<file path="config.mk">
export PLATFORM = sky130hd
export DESIGN_NAME = knn_vote
export DESIGN_NICKNAME = d
export VERILOG_FILES = /design/src/rtl/knn_vote_pkg.sv /design/src/rtl/knn_label_match_count.sv /design/src/rtl/knn_vote.sv
export SDC_FILE = /design/constraint.sdc
export NUM_CORES = 1
export LEC_CHECK = 0
export BUFFER_PORTS_ARGS = -buffer_cell sky130_fd_sc_hd__buf_2
export CAP_MARGIN = 20
export CELL_PAD_IN_SITES_DETAIL_PLACEMENT = 0
export CELL_PAD_IN_SITES_GLOBAL_PLACEMENT = 1
export CORE_MARGIN = 2
export CORE_UTILIZATION = 30
export CTS_CLUSTER_SIZE = 14
export DETAILED_ROUTE_END_ITERATION = 10
export GPL_TIMING_DRIVEN = 0
export PLACE_DENSITY = 0.72
export SLEW_MARGIN = 20
export SYNTH_ARGS = -nofsm -noshare
export SYNTH_HDL_FRONTEND = slang
export SYNTH_SLANG_ARGS = --single-unit
export TNS_END_PERCENT = 5
</file>
<file path="constraint.sdc">
create_clock -name clk -period 16.85 [get_ports clk]
set_clock_uncertainty 0.2 [all_clocks]
set_input_delay 0.8425 -clock clk [delete_from_list [all_inputs] [get_ports clk]]
set_output_delay 0.8425 -clock clk [all_outputs]
set_load 0.02 [all_outputs]
</file>
<file path="src/rtl/knn_vote_pkg.sv">
// Shared defaults and FSM encoding for the knn_vote majority-vote classifier.
package knn_vote_pkg;

    localparam int KNN_LABEL_W      = 8;
    localparam int KNN_K_NEIGHBOURS = 10;
    localparam int KNN_CNT_W        = $clog2(KNN_K_NEIGHBOURS + 1);

    typedef enum logic [1:0] {
        ST_IDLE  = 2'd0,
        ST_COUNT = 2'd1,
        ST_DONE  = 2'd2
    } knn_state_e;

endpackage

</file>
<file path="src/rtl/knn_label_match_count.sv">
// Combinational popcount of valid neighbour slots whose label equals ref_lbl.
module knn_label_match_count #(
    parameter int LABEL_W      = 8,
    parameter int K_NEIGHBOURS = 10,
    parameter int CNT_W        = $clog2(K_NEIGHBOURS + 1)
) (
    input  logic [LABEL_W*K_NEIGHBOURS-1:0] labels,
    input  logic [LABEL_W-1:0]              ref_lbl,
    input  logic [CNT_W-1:0]                nv,
    output logic [CNT_W-1:0]                cnt
);

    always_comb begin
        cnt = '0;
        for (int j = 0; j < K_NEIGHBOURS; j++) begin
            // Slots at or beyond nv are stale and must never vote.
            if ((j < int'(nv)) && (labels[j*LABEL_W +: LABEL_W] == ref_lbl)) begin
                cnt = cnt + CNT_W'(1);
            end
        end
    end

endmodule

</file>
<file path="src/rtl/knn_vote.sv">
// Sequential K-nearest-neighbour majority vote; ties go to the nearest neighbour's class.
// Optional statistics outputs (vote_count, unanimous) are enabled by defining KNN_VOTE_STATS_EN.
module knn_vote
    import knn_vote_pkg::*;
#(
    parameter int LABEL_W      = KNN_LABEL_W,
    parameter int K_NEIGHBOURS = KNN_K_NEIGHBOURS,
    localparam int CNT_W       = $clog2(K_NEIGHBOURS + 1)
) (
    input  logic                            clk,
    input  logic                            rst,
    input  logic                            start,
    input  logic [CNT_W-1:0]                n_valid,
    input  logic [LABEL_W*K_NEIGHBOURS-1:0] labels,
    output logic                            busy,
    output logic                            done,
    output logic [LABEL_W-1:0]              class_out,
`ifdef KNN_VOTE_STATS_EN
    output logic [CNT_W-1:0]                vote_count,
    output logic                            unanimous,
`endif
    output logic                            empty
);

    // Handshake: start is a one-cycle request honoured only in IDLE; done is a
    // one-cycle pulse, and class_out/empty stay stable until the next done.

    localparam logic [CNT_W-1:0] K_CNT = CNT_W'(K_NEIGHBOURS);

    knn_state_e                      state_q, state_d;
    logic [LABEL_W*K_NEIGHBOURS-1:0] label_q;
    logic [CNT_W-1:0]                nv_q, nv_clamped, idx, best_cnt, cnt;
    logic [LABEL_W-1:0]              best_lbl, ref_lbl;
    logic                            last_idx;

    assign nv_clamped = (n_valid > K_CNT) ? K_CNT : n_valid;
    assign last_idx   = (idx == nv_q - CNT_W'(1));

    always_comb begin
        ref_lbl = '0;
        for (int i = 0; i < K_NEIGHBOURS; i++) begin
            if (idx == CNT_W'(i)) ref_lbl = label_q[i*LABEL_W +: LABEL_W];
        end
    end

    knn_label_match_count #(
        .LABEL_W      (LABEL_W),
        .K_NEIGHBOURS (K_NEIGHBOURS),
        .CNT_W        (CNT_W)
    ) u_match (
        .labels  (label_q),
        .ref_lbl (ref_lbl),
        .nv      (nv_q),
        .cnt     (cnt)
    );

    always_ff @(posedge clk) begin
        if (rst) state_q <= ST_IDLE;
        else     state_q <= state_d;
    end

    always_comb begin
        state_d = state_q;
        case (state_q)
            ST_IDLE:  if (start) state_d = (nv_clamped == '0) ? ST_DONE : ST_COUNT;
            ST_COUNT: if (last_idx) state_d = ST_DONE;
            ST_DONE:  state_d = ST_IDLE;
            default:  state_d = ST_IDLE;
        endcase
    end

    always_comb begin
        busy = (state_q == ST_COUNT) || (state_q == ST_DONE);
    end

    always_ff @(posedge clk) begin
        if (rst) begin
            label_q    <= '0;
            nv_q       <= '0;
            idx        <= '0;
            best_cnt   <= '0;
            best_lbl   <= '0;
            done       <= 1'b0;
            class_out  <= '0;
            empty      <= 1'b0;
`ifdef KNN_VOTE_STATS_EN
            vote_count <= '0;
            unanimous  <= 1'b0;
`endif
        end else begin
            done <= (state_q == ST_DONE);
            case (state_q)
                ST_IDLE: begin
                    if (start) begin
                        label_q  <= labels;
                        nv_q     <= nv_clamped;
                        idx      <= '0;
                        best_cnt <= '0;
                        best_lbl <= '0;
                    end
                end
                ST_COUNT: begin
                    // Strict compare keeps the earliest (nearest) class on a tie.
                    if (cnt > best_cnt) begin
                        best_cnt <= cnt;
                        best_lbl <= ref_lbl;
                    end
                    if (!last_idx) idx <= idx + CNT_W'(1);
                end
                ST_DONE: begin
                    class_out  <= best_lbl;
                    empty      <= (nv_q == '0);
`ifdef KNN_VOTE_STATS_EN
                    vote_count <= best_cnt;
                    unanimous  <= (best_cnt == nv_q) && (nv_q != '0);
`endif
                end
                default: ;
            endcase
        end
    end

endmodule

</file>
# Yosys cells after proc, flatten, opt, wreduce, memory -nomap -nowiden
# Index checks and enable logic that the tools add are counted.
# op_classes
add_sub_neg,11
multipliers,0
div,0
magnitude_cmp,12
eq_ne,26
shifts,0
mux,33
n_bitwise,0
reduce_logical,20
# op_table
cell,count
8-bit 2-to-1 mux,12
8-bit == test,10
4-bit 2-to-1 mux,13
"4-bit by 1-bit adder with 4-bit output, second input constant",9
"4-bit by 3-bit == test with 1-bit output, second input constant",4
"3-bit by 4-bit < comparator with 1-bit output, first input constant",4
4-bit case mux with 2 select lines,2
8-bit case mux with 2 select lines,1
4-bit zero test,3
1-bit logical AND,10
"4-bit by 2-bit == test with 1-bit output, second input constant",2
"4-bit == test, second input constant",2
"1-bit by 4-bit < comparator with 1-bit output, first input constant",2
"2-bit by 4-bit < comparator with 1-bit output, first input constant",2
"4-bit < comparator, first input constant",2
2-bit 2-to-1 mux,3
"2-bit != test, second input constant",3
3-bit AND reduction,2
"4-bit by 1-bit == test with 1-bit output, second input constant",1
4-bit == test,1
4-bit greater-than comparator,1
"4-bit greater-than comparator, second input constant",1
2-bit case mux with 2 select lines,1
2-bit AND reduction,2
other kinds (9),9
# word_totals
register_bits,112
latch_bits,0
ramBits,0
rom_bits,0
out_inout_bits,11
word_cells,111
memories,0

# Longest topological paths before layout
# Gate-level depths: netlist of run 1.
# depth
word_depth,35
depth_mapped,49
depth_no_buf,45

# Hierarchy
# A second synthesis of run 1 with hierarchy kept.
# hier_totals
hier_cells,936
area_unflattened_um2,7338.3
# modules_own_cells
module,instances,cells_per_inst,area_per_inst_um2,seq_area_each_um2
knn_vote,1,647,5073.6,2242.2
knn_label_match_count,1,289,2264.7,0.0

# Least setup slack after synthesis of run 1
# No wires, ideal clock.
# synth_timing
path_kind,flip-flop to flip-flop
startpoint,register idx[0]
endpoint,register best_cnt[2]
arrival_time_ps,8600
slack_ps,7985
path_stages_with_launch,45
path_buffers,4
cell_sequence,dfxtp_1 inv_1 ha_1 buf_2 buf_2 nor3b_1 o31ai_1 or3b_1 o21ai_1 buf_4 xor2_1 or3_1 or4_1 inv_1 ha_1 xnor2_4 inv_1 ha_1 [... 9 more ...] ha_1 xnor2_1 or3_1 o211ai_1 inv_1 ha_1 inv_1 mux2i_1 ha_1 nor2b_1 o21ai_0 nand2b_1 a21oi_1 a41o_1 a21o_1 clkbuf_1 a22oi_1 nor2_1
# synth_between
elab_chain_cells,35
word_cells_on_any_way,64
# synth_rtl
element,line,text
start: declaration,knn_vote.sv:32,"logic [CNT_W-1:0] nv_q, nv_clamped, idx, best_cnt, cnt;"
start signal: assignment,knn_vote.sv:108,if (!last_idx) idx <= idx + CNT_W'(1);
4-bit zero test,knn_vote.sv:42,if (idx == CNT_W'(i)) ref_lbl = label_q[i*LABEL_W +: LABEL_W];
8-bit 2-to-1 mux (9 in a row),knn_vote.sv:42,
8-bit 2-to-1 mux *,knn_vote.sv:42,
8-bit == test,knn_label_match_count.sv:17,if ((j < int'(nv)) && (labels[j*LABEL_W +: LABEL_W] == ref_lbl)) begin
1-bit logical AND,knn_label_match_count.sv:17,
1-bit 2-to-1 mux,knn_label_match_count.sv:17,
1-bit by 1-bit adder with 2-bit output,knn_label_match_count.sv:18,cnt = cnt + CNT_W'(1);
4-bit 2-to-1 mux,knn_label_match_count.sv:17,
[... 11 more ...],--,
4-bit 2-to-1 mux,knn_label_match_count.sv:17,
4-bit by 1-bit adder with 4-bit output,knn_label_match_count.sv:18,
4-bit 2-to-1 mux,knn_label_match_count.sv:17,
4-bit by 1-bit adder with 4-bit output,knn_label_match_count.sv:18,
4-bit 2-to-1 mux *,knn_label_match_count.sv:17,
4-bit greater-than comparator,knn_vote.sv:104,if (cnt > best_cnt) begin
2-bit by 1-bit != test with 1-bit output (no line),--,
3-bit AND reduction (no line),--,
end signal: assignment,knn_vote.sv:105,best_cnt <= cnt;
end: declaration,knn_vote.sv:32,
# Mark *: on every way between the ends. The rest lies on a longest branch, timed or not. The select of a mux whose other input is x is not followed.
# A chain may end at the register's enable or synchronous reset.

# Worst setup path after layout of run 1
# Same ends and word-level chain as after synthesis.

==> results of run 1 <==
==> worst paths after layout <==
check,slack [ns],endpoint,cells past startpoint
min,0.25,best_lbl[0],2
max reg2reg,5.75,best_cnt[2],42
min reg2reg,0.25,best_lbl[0],2
max,5.75,best_cnt[2],42
==> logic make-up (layout without fill, tap and decap cells) <==
| logic type | Yosys count | count (layout) |
|---|---|---|
| AND/OR/NAND/NOR | 400 | 400 |
| AO/OA/AOI/OAI | 270 | 270 |
| flip-flops | 112 | 112 |
| buffers and inverters | 102 | 214 |
| XOR/XNOR | 97 | 97 |
| adder cells (fa/ha/maj) | 24 | 24 |
| multiplexers | 14 | 14 |
==> layer usage <==
| layer | global-route usage | vias to the layer above |
|---|---|---|
| li1 | - | 3755 |
| met1 | 0.285 | 3575 |
| met2 | 0.323 | 246 |
| met3 | 0.0396 | 58 |
| met4 | 0.0865 | 0 |
| met5 | 0 | - |
==> stage by stage <==
step	hold WS (ns)	total power (uW)	setup WS, ns	instances	util
floorplan	0.232	508	7.99	1019	-
global placement	0.245	591	5.93	1445	0.339
detailed placement	0.250	595	5.91	1445	0.339
CTS	0.260	838	5.86	1461	0.353
global route	0.287	881	4.99	1461	0.353
finish	0.254	835	5.75	1461	0.353
==> power groups by stage <==
stage	Combinational (uW)	Sequential [uW]	Clock, uW
floorplan	202	306	0
global placement	276	316	0
detailed placement	279	316	0
CTS	280	310	248
global route	313	313	256
finish	281	311	243
==> synth_stat cells (3+ instances only) <==
cell type  number  area [um2]
nand4b_1        3        26.3
buf_4           6        45.0
nor4_1         10        62.6
buf_1           7        26.3
a211oi_1        3        22.5
nor3b_1         6        45.0
a21oi_1       145         726
or3_1           9        56.3
and4_1          3        26.3
a221oi_1       11        96.3
and3b_1         3        26.3
clkbuf_1       38         143
nand3b_1       13        97.6
a22oi_1         5        37.5
o31ai_1         6        45.0
o2111ai_1       7        61.3
inv_1          34         128
xor2_1         44         385
a2111oi_0       3        26.3
nand2_1       205         769
and2_1          5        31.3
nor2_1         50         188
o21ai_1         3        15.0
mux2i_1        12         120
o21ai_0        26         130
and3_1          7        43.8
nand2b_1       12        75.1
a31oi_1         8        50.1
xnor2_1        48         420
o21a_1          4        30.0
o2bb2ai_1       4        35.0
nand4_1        10        62.6
buf_2          16        80.1
nor3_1         11        55.1
dfxtp_1       112        2240
ha_1           24         300
nor2b_1        17         106
a21o_1          5        37.5
nand3_1        24         120
o22ai_1         8        50.1
==> area by class of cell <==
cell class / instances / area, um2 / area share
Multi-Input combinational cell: 805 / 4930 / 0.559
Inverter: 34 / 128 / 0.0145
Buffer: 68 / 305 / 0.0346
Sequential cell: 112 / 2240 / 0.254
Clock inverter: 7 / 101 / 0.0115
Timing Repair Buffer: 96 / 480 / 0.0544
Clock buffer: 9 / 225 / 0.0255
Tap cell: 330 / 413 / 0.0468
==> state kept, by name, summed over array words and instances (netlist names) <==
signal     flops
best_lbl       8
state_q        2
nv_q           4
label_q       80
best_cnt       4
done           1
class_out      8
empty          1
idx            4
==> tightest hold or removal path, stage by stage, from the launching register on <==
cell and delay [ns]:
dfxtp_1 0.31, nand2_1 0.05, a21oi_1 0.05
==> results.cfg, run 1 <==
[detailed_routing]
wl_met1_mm = 12.9
wl_met2_mm = 12.0
post_drt_via_cell_ratio = 5.23
drtPass1Iterations = 5
ant_nets = 0
wl_per_cell_um = 18.9
drc = 0
dr.first_iter.drc_count = 545
vias = 7634
dr.max_layer_used = met4
wl_met3_mm = 1.84
routed_wl_mm = 27.7

[clock_network]
htreeDepth = 3
clk_latency_ns = 0.37
clkSinkCount = 112
cts_tree = built
cts_setup_buffers = 0
ctsResizeCount = 0
numCtsBuffers = 9
cts_buffer_depth = 2
clockRootBuffer = clkbuf_16
cts_hold_buf = 0
clkTransAtPathRegs_ns = 0.08

[final_layout]
final_area_um2 = 8830
fillers = 2712
diodes = 0
mostFrequentLayoutCell = nand2_1
nets = 1237
syn_to_final_growth_pct = 16.0
layout_common_cells = nand2_1 (205), a21oi_1 (145), buf_2 (112), dfxtp_1 (112), nor2_1 (50)
drive_above_1_share = 0.134

[sta]
slew_violations = 0
tightest_slew_ns = 0.945
rsz0062_at_grt = no
finalHoldViolCount = 0
finalSetupTns_ns = 0
period_needed_ns = 11.10
finalCritPeriodShare = 0.659
maxSlewHeadroom = 0.364
max_freq_ghz = 0.0901
setup_viol = 0

[setup_path]
cp_slowest_cell = nor3b_1
worstSetupPathType = flop to flop
r2r-start = idx[0]
cp_top_family = compound AO/OA/AOI/OAI gates
worst_ep_required_time_ns = 16.96
crit_fanout = 10
crit_top_cell = ha_1
start_kind = flop
cp.buffers_inverters = 6
critPathArrivalTime_ns = 11.21
startpoint = idx[0]
slowest_delay_ns = 0.77
setup.worst_path.end_class = flop

[power]
vdd_drop_max_uv = 46.8
p_leak_uw = 0.00355
power.density_nw_per_um2 = 94.6
power.internal_uw = 526
switching_share = 0.370
seqPwrFrac = 0.372
p_clk_frac = 0.291
p_sw_uw = 309
combinationalPowerShare = 0.337

[floorplanning]
dieArea_um2 = 26600
rows = 58
die-width_um = 163
initial_utilization = 0.304
core_um2 = 25000
die_y_um = 163
io_pins = 98

[grt]
grt_pass1_wl_mm = 41.8
grt_usage = 0.209
antenna_found_initial = 0
grt_max_degree = 20
grt.overflow.total = 0
grt_pass1_vias = 7325

[hold_path]
min_path_type = flop to flop
min_from = best_lbl[0]

[synthesis]
synth_cells = 1019
synth_edf_count = 0
avgSynthCellArea_um2 = 7.46
ys_types = 79
ys_seq_elements = 112
synth_top_family_by_area = simple AND/OR/NAND/NOR gates
synthAdderAreaFrac = 0.0395
ys_warn_count = 0
synth-seq-area-share = 0.295
synthFlopType = dfxtp_1
synth-compound-area-share = 0.219
yosys.area_share.simple = 0.250
synth_fp_nets = 1130
ys_async_sr_fraction = 0
synthXorXnorAreaFrac = 0.121
syn_area_um2 = 7610
synthMuxAreaShare = 0.0188

[job]
drv_cap = 0

[placement]
place_area_um2 = 8500
place.gp.congestion = 0.968
dp_hpwl_mm = 21.4
port_buffers = 96

[status]
status = finished, final reports clean
Note: power is estimated with default switching activity, not from simulation.
==> run 2: changes to the inputs <==
--- a/config.mk
+++ b/config.mk
@@ -14,7 +14,7 @@
 export CTS_CLUSTER_SIZE = 14
 export DETAILED_ROUTE_END_ITERATION = 10
 export GPL_TIMING_DRIVEN = 0
-export PLACE_DENSITY = 0.72
+export PLACE_DENSITY = 0.74
 export SLEW_MARGIN = 20
 export SYNTH_ARGS = -nofsm -noshare
 export SYNTH_HDL_FRONTEND = slang
==> constraint.sdc (replaced) <==
create_clock -name clk -period 9.2 [get_ports clk]
set_clock_uncertainty 0.2 [all_clocks]
set_input_delay 0.46 -clock clk [delete_from_list [all_inputs] [get_ports clk]]
set_output_delay 0.46 -clock clk [all_outputs]
set_load 0.02 [all_outputs]
==> run 2 against run 1 <==
  * Flip-flop and latch count did not move
  * First-iteration DRC count rose by 8.4%
  * Critical path depth rose by 2
  * Via count rose by 4.9%
  * Die area did not move
  * Critical endpoint is now best_lbl[6]
  * Final cell count rose by 3.3%
  * Total power rose by 96%
  * Count of clock-buffer cells in the layout did not move
==> results.cfg, run 2 (synthesis results as in run 1) <==
[floorplanning]
initial_utilization = 0.304
die_y_um = 163
dieArea_um2 = 26600
die-width_um = 163
core_um2 = 25000
io_pins = 98
rows = 58

[grt]
grt_max_degree = 22
grt.overflow.total = 0
grt_usage = 0.218
grt_pass1_vias = 7493
antenna_found_initial = 0
grt_pass1_wl_mm = 43.6

[sta]
finalCritPeriodShare = 0.965
tightest_slew_ns = 0.893
holdWs_ns = 0.123
setup_viol = 0
max_freq_ghz = 0.113
period_needed_ns = 8.88
maxSlewHeadroom = 0.399
rsz0062_at_grt = yes
slew_violations = 0
finalHoldViolCount = 0

[power]
power.internal_uw = 1000
p_clk_frac = 0.249
seqPwrFrac = 0.349
vdd_drop_max_uv = 101
switching_share = 0.388
p_leak_uw = 0.00394
power.density_nw_per_um2 = 165
combinationalPowerShare = 0.402
p_sw_uw = 633

[setup_path]
critical_path.endpoint = best_lbl[6]
critPathArrivalTime_ns = 8.99
cp_slowest_cell = or4_4
cp_top_family = simple AND/OR/NAND/NOR gates
cp.depth = 44
crit_fanout = 10
cp.buffers_inverters = 8
setup.worst_path.end_class = flop
slowest_delay_ns = 0.58
crit_top_cell = ha_4
r2r_end = best_lbl[6]
r2r-start = idx[1]
worst_ep_required_time_ns = 9.31
start_kind = flop
worstSetupPathType = flop to flop
reg2reg_depth = 44
startpoint = idx[1]
ff2ff_setup_slack_ns = 0.32

[hold_path]
min_path_type = input port to flop

[final_layout]
syn_to_final_growth_pct = 30.1
instances_no_fill = 1509
drive_above_1_share = 0.238
top_regs = label_q (80), best_lbl (8), class_out (8)
diodes = 0
layout_common_cells = nand2_1 (202), a21oi_1 (139), dfxtp_1 (109)
top_register = label_q
mostFrequentLayoutCell = nand2_1
nets = 1285
largest_reg_flops = 80

[clock_network]
cts_buffer_depth = 2
clkTransAtPathRegs_ns = 0.09
cts_hold_buf = 0
clk_latency_ns = 0.37
htreeDepth = 3
numCtsBuffers = 9
clockRootBuffer = clkbuf_16
clkSinkCount = 112
cts_tree = built

[detailed_routing]
wl_per_cell_um = 19.5
vias = 8010
ant_nets = 0
drtPass1Iterations = 5
dr.first_iter.drc_count = 591
routed_wl_mm = 29.5
drc = 0
post_drt_via_cell_ratio = 5.31

[status]
status = finished, final reports clean

[placement]
dp_hpwl_mm = 21.5
port_buffers = 96
place.gp.congestion = 0.975
dp_cells = 1445

[job]
drv_cap = 0
## run 2: cell count changes in the layout (fill, tap and decap cells not counted), moves of 4 or more
| cell | delta |
|---|---|
| buf_4 | +43 |
| buf_8 | +5 |
| ha_4 | +8 |
| a221oi_1 | -9 |
| a21oi_2 | +4 |
| o22ai_2 | +6 |
| a21oi_1 | -6 |
| inv_1 | -5 |
| ha_1 | -9 |
| buf_2 | -13 |
| o22ai_1 | -7 |
| a221oi_2 | +6 |
| buf_6 | +11 |
| clkbuf_1 | -6 |
## run 2: cell type report
cell class	instances	area (um2)
multi-input cells	805	5460
repair buffers	147	907
inverters	34	135
clock inverters	7	73.8
flip-flops and latches	112	2250
plain buffers	65	427
well taps	330	413
clock buffers	9	225
fillers	2646	15100
## run 2: per-stage QoR
| step | total power [uW] | TNS, ns | setup WS (ns) | area (um2) | util |
|---|---|---|---|---|---|
| after global routing | 1720 | -0.366 | -0.0550 | 9890 | 0.395 |
| after global placement | 1080 | -18.75 | -1.63 | 8500 | 0.339 |
| final | 1630 | 0 | 0.322 | 9890 | 0.395 |
| after detailed placement | 1090 | -19.72 | -1.72 | 8500 | 0.339 |
| after CTS | 1550 | 0 | 0.00736 | 9220 | 0.368 |
| after floorplan | 930 | 0 | 0.335 | 7610 | - |
## run 2: timing repair
item / in CTS / in global routing
setup endpoints to repair: 12 / 12
gates cloned: 0 / 1
pin swaps: 14 / 36
endpoints found under the hold margin: 0 / 0
gates resized for setup: 50 / 111
buffers inserted: 26 / 24
## run 2: worst min-delay path by stage
| stage | cells past startpoint | startpoint | slack [ns] | endpoint |
|---|---|---|---|---|
| floorplan | 2 | best_lbl[6] | 0.23 | best_lbl[6] |
| global placement | 2 | best_lbl[0] | 0.25 | best_lbl[0] |
| detailed placement | 2 | best_lbl[6] | 0.25 | best_lbl[6] |
| CTS | 3 | labels[79] | 0.12 | label_q[79] |
| global route | 3 | labels[79] | 0.12 | label_q[79] |
| finish | 3 | labels[72] | 0.12 | label_q[72] |
## run 2: worst min-delay path: stages
cell	delay [ns]
buf_2	0.10
nand2_1	0.04
a21oi_1	0.05
## run 2: power by group through the flow
stage / Combinational (uW) / Sequential (uW) / Clock, uW
after global placement: 504 / 578 / 0
after floorplan: 370 / 560 / 0
after CTS: 566 / 567 / 415
final: 657 / 570 / 406
after global routing: 716 / 574 / 432
after detailed placement: 509 / 578 / 0
## run 2: metal layers
metal,GRT usage,up-vias,share of wire
met5,0,-,0
met4,0.0885,0,0.041
met3,0.0503,65,0.078
met2,0.346,300,0.45
met1,0.286,3774,0.44
li1,-,3871,-
